[src/rtl/wb_arb2.sv]
// Two-master / one-slave Wishbone arbiter with round-robin grant,
// a one-cycle DONE turnaround and a saturating slave-ack timeout.
module wb_arb2 #(
  parameter int ASIZE   = 1,
  parameter int DSIZE   = 8,
  parameter int TIMEOUT = 15
) (
  input  logic             i_clk,
  input  logic             i_rst_n,
  // master 0
  input  logic [ASIZE-1:0] i_m0_adr,
  input  logic             i_m0_stb,
  input  logic             i_m0_we,
  input  logic [DSIZE-1:0] i_m0_dat,
  output logic             o_m0_ack,
  output logic             o_m0_err,
  output logic [DSIZE-1:0] o_m0_dat,
  // master 1
  input  logic [ASIZE-1:0] i_m1_adr,
  input  logic             i_m1_stb,
  input  logic             i_m1_we,
  input  logic [DSIZE-1:0] i_m1_dat,
  output logic             o_m1_ack,
  output logic             o_m1_err,
  output logic [DSIZE-1:0] o_m1_dat,
  // shared slave
  output logic [ASIZE-1:0] o_s_adr,
  output logic             o_s_stb,
  output logic             o_s_we,
  output logic [DSIZE-1:0] o_s_dat,
  input  logic             i_s_ack,
  input  logic [DSIZE-1:0] i_s_dat
);

  localparam logic [7:0] TO_LIM = 8'(TIMEOUT);

  typedef enum logic [1:0] {
    IDLE,
    BUS,
    DONE
  } state_t;

  state_t     state_q, state_d;
  logic [1:0] gnt_q, gnt_d;    // one-hot {m1, m0}; 2'b00 = no grant
  logic       last_q, last_d;  // 1 = master 1 was served last
  logic [7:0] cnt_q, cnt_d;    // BUS cycles elapsed since grant

  logic sel_m1;
  logic g_stb;
  logic to_lim;
  logic in_bus;

  assign sel_m1 = gnt_q[1];
  assign g_stb  = (gnt_q[1] & i_m1_stb) | (gnt_q[0] & i_m0_stb);
  assign to_lim = (cnt_q == TO_LIM);
  // Outputs are gated by reset so nothing leaks while i_rst_n is low.
  assign in_bus = (state_q == BUS) && i_rst_n;

  // State, grant, last-served and timeout counter registers
  always_ff @(posedge i_clk) begin
    if (!i_rst_n) begin
      state_q <= IDLE;
      gnt_q   <= '0;
      last_q  <= 1'b1;
      cnt_q   <= '0;
    end else begin
      state_q <= state_d;
      gnt_q   <= gnt_d;
      last_q  <= last_d;
      cnt_q   <= cnt_d;
    end
  end

  // Next-state: arbitration in IDLE, completion/abort/timeout in BUS
  always_comb begin
    state_d = state_q;
    gnt_d   = gnt_q;
    last_d  = last_q;
    cnt_d   = cnt_q;
    unique case (state_q)
      IDLE: begin
        if (i_m0_stb || i_m1_stb) begin
          state_d = BUS;
          cnt_d   = '0;
          if (i_m0_stb && i_m1_stb) gnt_d = last_q ? 2'b01 : 2'b10;
          else                      gnt_d = i_m1_stb ? 2'b10 : 2'b01;
        end
      end
      BUS: begin
        if (!g_stb) begin
          // master withdrew: abort silently, fairness history untouched
          state_d = IDLE;
          gnt_d   = '0;
        end else if (i_s_ack || to_lim) begin
          state_d = DONE;
          gnt_d   = '0;
          last_d  = gnt_q[1];
        end else if (cnt_q != 8'hFF) begin
          cnt_d = cnt_q + 8'd1;
        end
      end
      DONE: begin
        state_d = IDLE;
      end
      default: begin
        state_d = IDLE;
        gnt_d   = '0;
      end
    endcase
  end

  // Output routing: slave request mux and response demux for the granted master
  always_comb begin
    logic             done_now;
    logic             err_now;
    logic [DSIZE-1:0] rdat;
    o_s_adr  = '0;
    o_s_stb  = 1'b0;
    o_s_we   = 1'b0;
    o_s_dat  = '0;
    o_m0_ack = 1'b0;
    o_m0_err = 1'b0;
    o_m0_dat = '0;
    o_m1_ack = 1'b0;
    o_m1_err = 1'b0;
    o_m1_dat = '0;
    done_now = g_stb && (i_s_ack || to_lim);
    err_now  = done_now && !i_s_ack;
    rdat     = err_now ? '1 : i_s_dat;
    if (in_bus) begin
      o_s_adr = sel_m1 ? i_m1_adr : i_m0_adr;
      o_s_we  = sel_m1 ? i_m1_we  : i_m0_we;
      o_s_dat = sel_m1 ? i_m1_dat : i_m0_dat;
      o_s_stb = g_stb && !to_lim;
      if (sel_m1) begin
        o_m1_ack = done_now;
        o_m1_err = err_now;
        o_m1_dat = rdat;
      end else begin
        o_m0_ack = done_now;
        o_m0_err = err_now;
        o_m0_dat = rdat;
      end
    end
  end

endmodule

[config.mk]
export PLATFORM = sky130hd
export DESIGN_NAME = wb_arb2
export DESIGN_NICKNAME = d
export VERILOG_FILES = /design/src/rtl/wb_arb2.sv
export SDC_FILE = /design/constraint.sdc
export NUM_CORES = 1
export LEC_CHECK = 0
export ABC_AREA = 1
export CELL_PAD_IN_SITES_DETAIL_PLACEMENT = 0
export CELL_PAD_IN_SITES_GLOBAL_PLACEMENT = 1
export CORE_MARGIN = 1
export CORE_UTILIZATION = 25
export DETAILED_ROUTE_END_ITERATION = 7
export GPL_ROUTABILITY_DRIVEN = 0
export PLACE_DENSITY_LB_ADDON = 0.1
export SLEW_MARGIN = 25
export SYNTH_ARGS = -nofsm -noshare
export SYNTH_HDL_FRONTEND = slang
export SYNTH_SLANG_ARGS = --single-unit
[constraint.sdc]
create_clock -name i_clk -period 3.2 [get_ports i_clk]
set_input_delay 0.32 -clock i_clk [delete_from_list [all_inputs] [get_ports i_clk]]
set_output_delay 0.32 -clock i_clk [all_outputs]
set_load 0.05 [all_outputs]
==> flow_summary.toml, run 1 <==
[run_status]
status = "complete, no violations"

[cts]
cts_sinks = 13
cts_inserted_buffers = 3
cts_tree = "built"
worstSkewPairLatency_ps = 240
postCtsResizedCells = 0
post_cts_buffers = 0
number_of_h_tree_levels = 1
holdBufCountCts = 0
root_buffer = "sky130_fd_sc_hd__clkbuf_8"
cts-root-to-sink-buffers = 2
clock_pin_slew_of_the_registers_on_the_worst_case_setup_and_hold_paths_ps = 60

[finish]
layout_commonest_cell = "sky130_fd_sc_hd__nand2_1"
antenna_cells_inserted = 0
area_delta_synth_final_pct = 63.3
finish.utilization_pct = 43.3
layout-drive-gt1-share_pct = 15.5
final_design_area_no_fill_mm2 = 0.00177
nNetsFinal = 293
mostFrequentLayoutCells = "sky130_fd_sc_hd__nand2_1 (49), sky130_fd_sc_hd__clkdlybuf4s50_1 (45), sky130_fd_sc_hd__nor2_1 (33)"
fin_cells = 308

[sta]
max_clock_freq_mhz = 362
setup-violations-final = 0
final_critical_path_required_period_ps = 2760
timing_worst_slew_pin_value_ps = 525
timing.hold.ws_ps = 466
slew_violations = 0
timing.clock.skew_ps = 1.64
rsz0062_at_grt = "false"
timing.slew.headroom_pct = 64.9
finalCritPeriodShare_pct = 86.3
setup_total_negative_slack_ps = 0
finalHoldViolCount = 0

[logic_synthesis]
syn_area_per_cell_um2 = 5.61
synth.net_count = 227
predominant_post_synthesis_flop_cell = "sky130_fd_sc_hd__dfxtp_1"
yosysWarningCount = 0
count_of_cell_types_in_the_netlist = 22
synth_seq_area_share_pct = 24.0
synth_edf_count = 0
syn_std_cell_area_mm2 = 0.00108
yosysTopAreaCell = "sky130_fd_sc_hd__dfxtp_1"
synthCells = 193
async_reset_ff_share_pct = 0
yosys.area.top_type_share_pct = 24.0
ffs_latches_synth = 13
yosys-top-cells-area = "sky130_fd_sc_hd__dfxtp_1 (24%), sky130_fd_sc_hd__nand2_1 (17%), sky130_fd_sc_hd__nor2_1 (11%), sky130_fd_sc_hd__a21oi_1 (11%), sky130_fd_sc_hd__inv_1 (10%)"

[worst_setup_path]
worstReg2RegEnd = "cnt_q[7]"
worstPathMaxFanout = 9
timing.critical_path.cells = "clkdlybuf4s50_1 > inv_1 > o22ai_1 > inv_2 > nor2_4 > nand2_4 > nor2_1 > clkdlybuf4s50_1"
r2r_cells = 7
critical_path.slowest_cell = "sky130_fd_sc_hd__clkdlybuf4s50_1"
worstSetupStartpointType = "input port"
crit_path_end = "o_m0_err"
slowest_cell_delay_on_critical_path_ps = 810
rr_startpoint = "cnt_q[0]"
critical_path_arrival_ps = 2440
cp.required_ps = 2880
worst-r2r-setup-slack_ps = 1620
most_used_cell_cp = "sky130_fd_sc_hd__clkdlybuf4s50_1"
setup.worst_path.start = "i_m0_stb"
cp-end-kind = "output pin"
timing.setup.critical_path_class = "in2out"

[place]
dpl-instance-area_mm2 = 0.00172
buffer_ports.inserted = 63
place.detailed.instances = 304
dp_hpwl_um = 2610

[routing]
dr_total_vias = 1357
post_drt_wl_per_cell_um = 10.5
antenna_left = 0
via_per_inst = 4.41
detail_route.drc_violations = 0
dr.first_iter.drc_count = 54
first_pass_iters = 6
routed_wirelength_um = 3230

[floorplan]
rows = 23
floorplan.die_area_mm2 = 0.00460
floorplan.die.width_um = 67.8
initial_utilization_pct = 26.5
floorplan.io_pins = 64
die_h_um = 67.8
floorplan.core_area_mm2 = 0.00409

[grt]
grt_max_degree = 15
number_of_antenna_violations_at_the_first_check_in_global_routing = 0
grtUsageTotal_pct = 14.7
via_count_of_the_first_global_routing_pass = 1186
grt_first_pass_wirelength_um = 5110
globalRouteOverflowTotal = 0

[job]
cap_viol_max_count = 0

[hold_path]
min_path_type = "reg2reg"

[power]
power-per-cell-area_mw_per_mm2 = 278
max-vdd-ir-drop_v = 0.0000933
leakagePower_nw = 0.810
synthesized netlist by cell type, types with 2 or more instances:
| cell | instances |
|---|---|
| sky130_fd_sc_hd__nor2_4 | 3 |
| sky130_fd_sc_hd__o21ai_0 | 2 |
| sky130_fd_sc_hd__nor3_1 | 2 |
| sky130_fd_sc_hd__or2_2 | 4 |
| sky130_fd_sc_hd__nand3_1 | 13 |
| sky130_fd_sc_hd__inv_2 | 4 |
| sky130_fd_sc_hd__nor2_2 | 3 |
| sky130_fd_sc_hd__nand2_4 | 2 |
| sky130_fd_sc_hd__nor2_1 | 33 |
| sky130_fd_sc_hd__nand2_1 | 49 |
| sky130_fd_sc_hd__a21oi_1 | 24 |
| sky130_fd_sc_hd__inv_1 | 30 |
| sky130_fd_sc_hd__clkbuf_1 | 3 |
| sky130_fd_sc_hd__dfxtp_1 | 13 |
worst max-delay path: cells and delay by family:
| family | cells | cell delay [ps] |
|---|---|---|
| AOI/OAI and AO/OA | 1 | 320 |
| buffers and inverters | 4 | 1460 |
| and+or+nand+nor | 3 | 350 |
through the flow:
step / total power [mW] / setup slack [ps]
2_1_floorplan: 0.273 / 966
4_1_cts: 0.496 / 394
3_3_place_gp: 0.349 / 432
3_5_place_dp: 0.347 / 414
6_report: 0.491 / 437
5_1_grt: 0.518 / 283
area by class of cell:
cell class              instances  area, um^2
inverters                      34         128
clock buffers                   4        45.0
well taps                      50        62.6
flip-flops and latches         13         260
repair buffers                 65         601
fillers                       469        2320
multi-input cells             142         673
layer usage:
| layer | up-vias | global-route usage, % | share of wire (%) |
|---|---|---|---|
| li1 | 724 | - | - |
| met3 | 4 | 4.17 | 8.6 |
| met4 | 0 | 7.03 | 1.6 |
| met1 | 580 | 17.5 | 46 |
| met5 | - | 0 | 0 |
| met2 | 49 | 24.1 | 44 |
report_power, final:
part | leakage (nW) | internal [mW] | switching [mW]
combinational | 0.681 | 0.0719 | 0.0949
sequential | 0.106 | 0.169 | 0.00583
clock | 0.0228 | 0.0880 | 0.0610
how the worst min path moves through the flow:
stage / startpoint / to / slack, ps / cells past startpoint
global route: gnt_q[0] / gnt_q[0] / 500 / 2
global placement: last_q / last_q / 450 / 2
finish: last_q / last_q / 470 / 2
CTS: last_q / last_q / 470 / 2
floorplan: i_rst_n / last_q / 400 / 1
detailed placement: last_q / last_q / 460 / 2
logic make-up (layout without fill, tap and decap cells):
group	Yosys count	in the layout	share of synthesized area (%)
AOI/OAI and AO/OA	27	27	12.6
xor gates and xnor gates	2	2	1.62
adders and majority gates	1	1	1.15
buffers and inverters	38	103	13.9
DFF	13	13	24.0
and+or+nand+nor	112	112	46.8
sequential cells by signal, indices dropped and copies added (netlist names):
| name | cells |
|---|---|
| gnt_q | 2 |
| state_q | 2 |
| last_q | 1 |
| cnt_q | 8 |
Note: power is estimated with default switching activity, not from simulation.
==> inputs of run 2 (changes only) <==
--- a/config.mk
+++ b/config.mk
@@ -10,6 +10,7 @@
 export CELL_PAD_IN_SITES_GLOBAL_PLACEMENT = 1
 export CORE_MARGIN = 1
 export CORE_UTILIZATION = 25
+export CTS_BUF_LIST = sky130_fd_sc_hd__clkbuf_4 sky130_fd_sc_hd__clkbuf_8 sky130_fd_sc_hd__clkbuf_16
 export DETAILED_ROUTE_END_ITERATION = 7
 export GPL_ROUTABILITY_DRIVEN = 0
 export PLACE_DENSITY_LB_ADDON = 0.1
==> run 2 against run 1 <==
Against the previous run:
- critical path depth unchanged
- global-route usage shrank 0.070 points
- fmax is essentially flat
- routed wire length about the same
- clock skew barely moved
- sequential cell count unchanged
- hold slack barely moved
- utilization increased by 0.092 points
- cell area rose by 0.21%
- combinational power about the same
- sequential power about the same
- clock power increased by 6%
- highest routed layer unchanged
==> flow_summary.toml, run 2 (same netlist as run 1, synthesis figures left out) <==
[sta]
timing_worst_slew_pin_value_ps = 525
finalHoldViolCount = 0
final_critical_path_required_period_ps = 2760
rsz0062_at_grt = "false"
setup-violations-final = 0
timing.clock.skew_ps = 1.89
setup_slack_ps = 438
timing.hold.ws_ps = 466
timing.slew.headroom_pct = 64.9
max_clock_freq_mhz = 362
finalCritPeriodShare_pct = 86.3
slew_violations = 0
setup_total_negative_slack_ps = 0

[finish]
ff_latch_area_um2 = 260
antenna_cells_inserted = 0
largest_registers = "cnt_q (8), gnt_q (2), state_q (2)"
nNetsFinal = 293
n_fill_cell = 471
layout_commonest_cell = "sky130_fd_sc_hd__nand2_1"
combined_area_of_the_multi_input_logic_cells_um2 = 673
largest-register = "cnt_q"
area_delta_synth_final_pct = 63.6
final_design_area_no_fill_mm2 = 0.00177
mostFrequentLayoutCells = "sky130_fd_sc_hd__nand2_1 (49), sky130_fd_sc_hd__clkdlybuf4s50_1 (45), sky130_fd_sc_hd__nor2_1 (33)"
finish.utilization_pct = 43.4
largest_register_ffs = 8
layout-drive-gt1-share_pct = 15.9
fin_cells = 308

[floorplan]
floorplan.die_area_mm2 = 0.00460
die_h_um = 67.8
rows = 23
floorplan.core_area_mm2 = 0.00409
floorplan.die.width_um = 67.8
initial_utilization_pct = 26.5
floorplan.io_pins = 64

[cts]
post_cts_buffers = 0
cts-root-to-sink-buffers = 2
holdBufCountCts = 0
number_of_h_tree_levels = 1
clock_pin_slew_of_the_registers_on_the_worst_case_setup_and_hold_paths_ps = 60
postCtsResizedCells = 0
root_buffer = "sky130_fd_sc_hd__clkbuf_8"
cts_tree = "built"
cts_inserted_buffers = 3
cts_sinks = 13
worstSkewPairLatency_ps = 240

[place]
buffer_ports.inserted = 63
detailedPlace.worstSlack_ps = 414
dp_hpwl_um = 2610
dpl-instance-area_mm2 = 0.00172
place.detailed.instances = 304

[worst_setup_path]
worstReg2RegEnd = "cnt_q[7]"
cp-end-kind = "output pin"
cp.required_ps = 2880
worstSetupStartpointType = "input port"
critical_path_arrival_ps = 2440
r2r_cells = 7
setup.worst_path.start = "i_m0_stb"
worst-r2r-setup-slack_ps = 1620
timing.setup.critical_path_class = "in2out"
rr_startpoint = "cnt_q[0]"
crit_path_end = "o_m0_err"
worstPathMaxFanout = 9

[power]
leakagePower_nw = 0.813
power-per-cell-area_mw_per_mm2 = 282
total_power_uw = 500
max-vdd-ir-drop_v = 0.000111

[grt]
grt_first_pass_wirelength_um = 5070
grtUsageTotal_pct = 14.6
globalRouteOverflowTotal = 0
use_met3_pct = 4.17
grt_util_met2_pct = 24.1
globalRoute.busiestLayer = "met2"
via_count_of_the_first_global_routing_pass = 1181
grt_max_degree = 15
number_of_antenna_violations_at_the_first_check_in_global_routing = 0
grtUsageMet1_pct = 17.3

[routing]
via_per_inst = 4.41
routed_wirelength_um = 3230
detail_route.drc_violations = 0
first_pass_iters = 4
antenna_left = 0
post_drt_wl_per_cell_um = 10.5
dr.first_iter.drc_count = 35
dr_total_vias = 1358

[run_status]
status = "complete, no violations"

[job]
cap_viol_max_count = 0

[hold_path]
min_path_type = "reg2reg"
-- run 2: layer usage --
metal,vias to the layer above,part of all wire [%]
met5,-,0
met4,0,1.5
met3,4,8.5
met2,49,44
met1,581,46
li1,724,-
-- run 2: cell type report --
cell class | instances | share of cell area, %
multi-input cells | 142 | 38.0
inverters | 34 | 7.20
repair buffers | 65 | 33.9
well taps | 50 | 3.53
flip-flops and latches | 13 | 14.7
clock buffers | 4 | 2.75
-- run 2: worst max-delay path, stage by stage --
cell and delay [ps]:
sky130_fd_sc_hd__clkdlybuf4s50_1 500, sky130_fd_sc_hd__inv_1 50, sky130_fd_sc_hd__o22ai_1 320, sky130_fd_sc_hd__inv_2 100
sky130_fd_sc_hd__nor2_4 150, sky130_fd_sc_hd__nand2_4 100, sky130_fd_sc_hd__nor2_1 100, sky130_fd_sc_hd__clkdlybuf4s50_1 810
-- run 2: worst min path at each step --
stage	start	end	slack (ps)	cells past startpoint
after floorplan	i_rst_n	last_q	400	1
after global placement	last_q	last_q	450	2
after detailed placement	last_q	last_q	460	2
after CTS	last_q	last_q	470	2
after global routing	gnt_q[0]	gnt_q[0]	500	2
final	last_q	last_q	470	2
-- run 2: report_power, final --
group          switching, mW  leakage (nW)  internal [mW]
Combinational         0.0950         0.681         0.0719
Clock                 0.0611        0.0262         0.0965
Sequential           0.00581         0.106          0.169
Total                  0.162         0.813          0.338
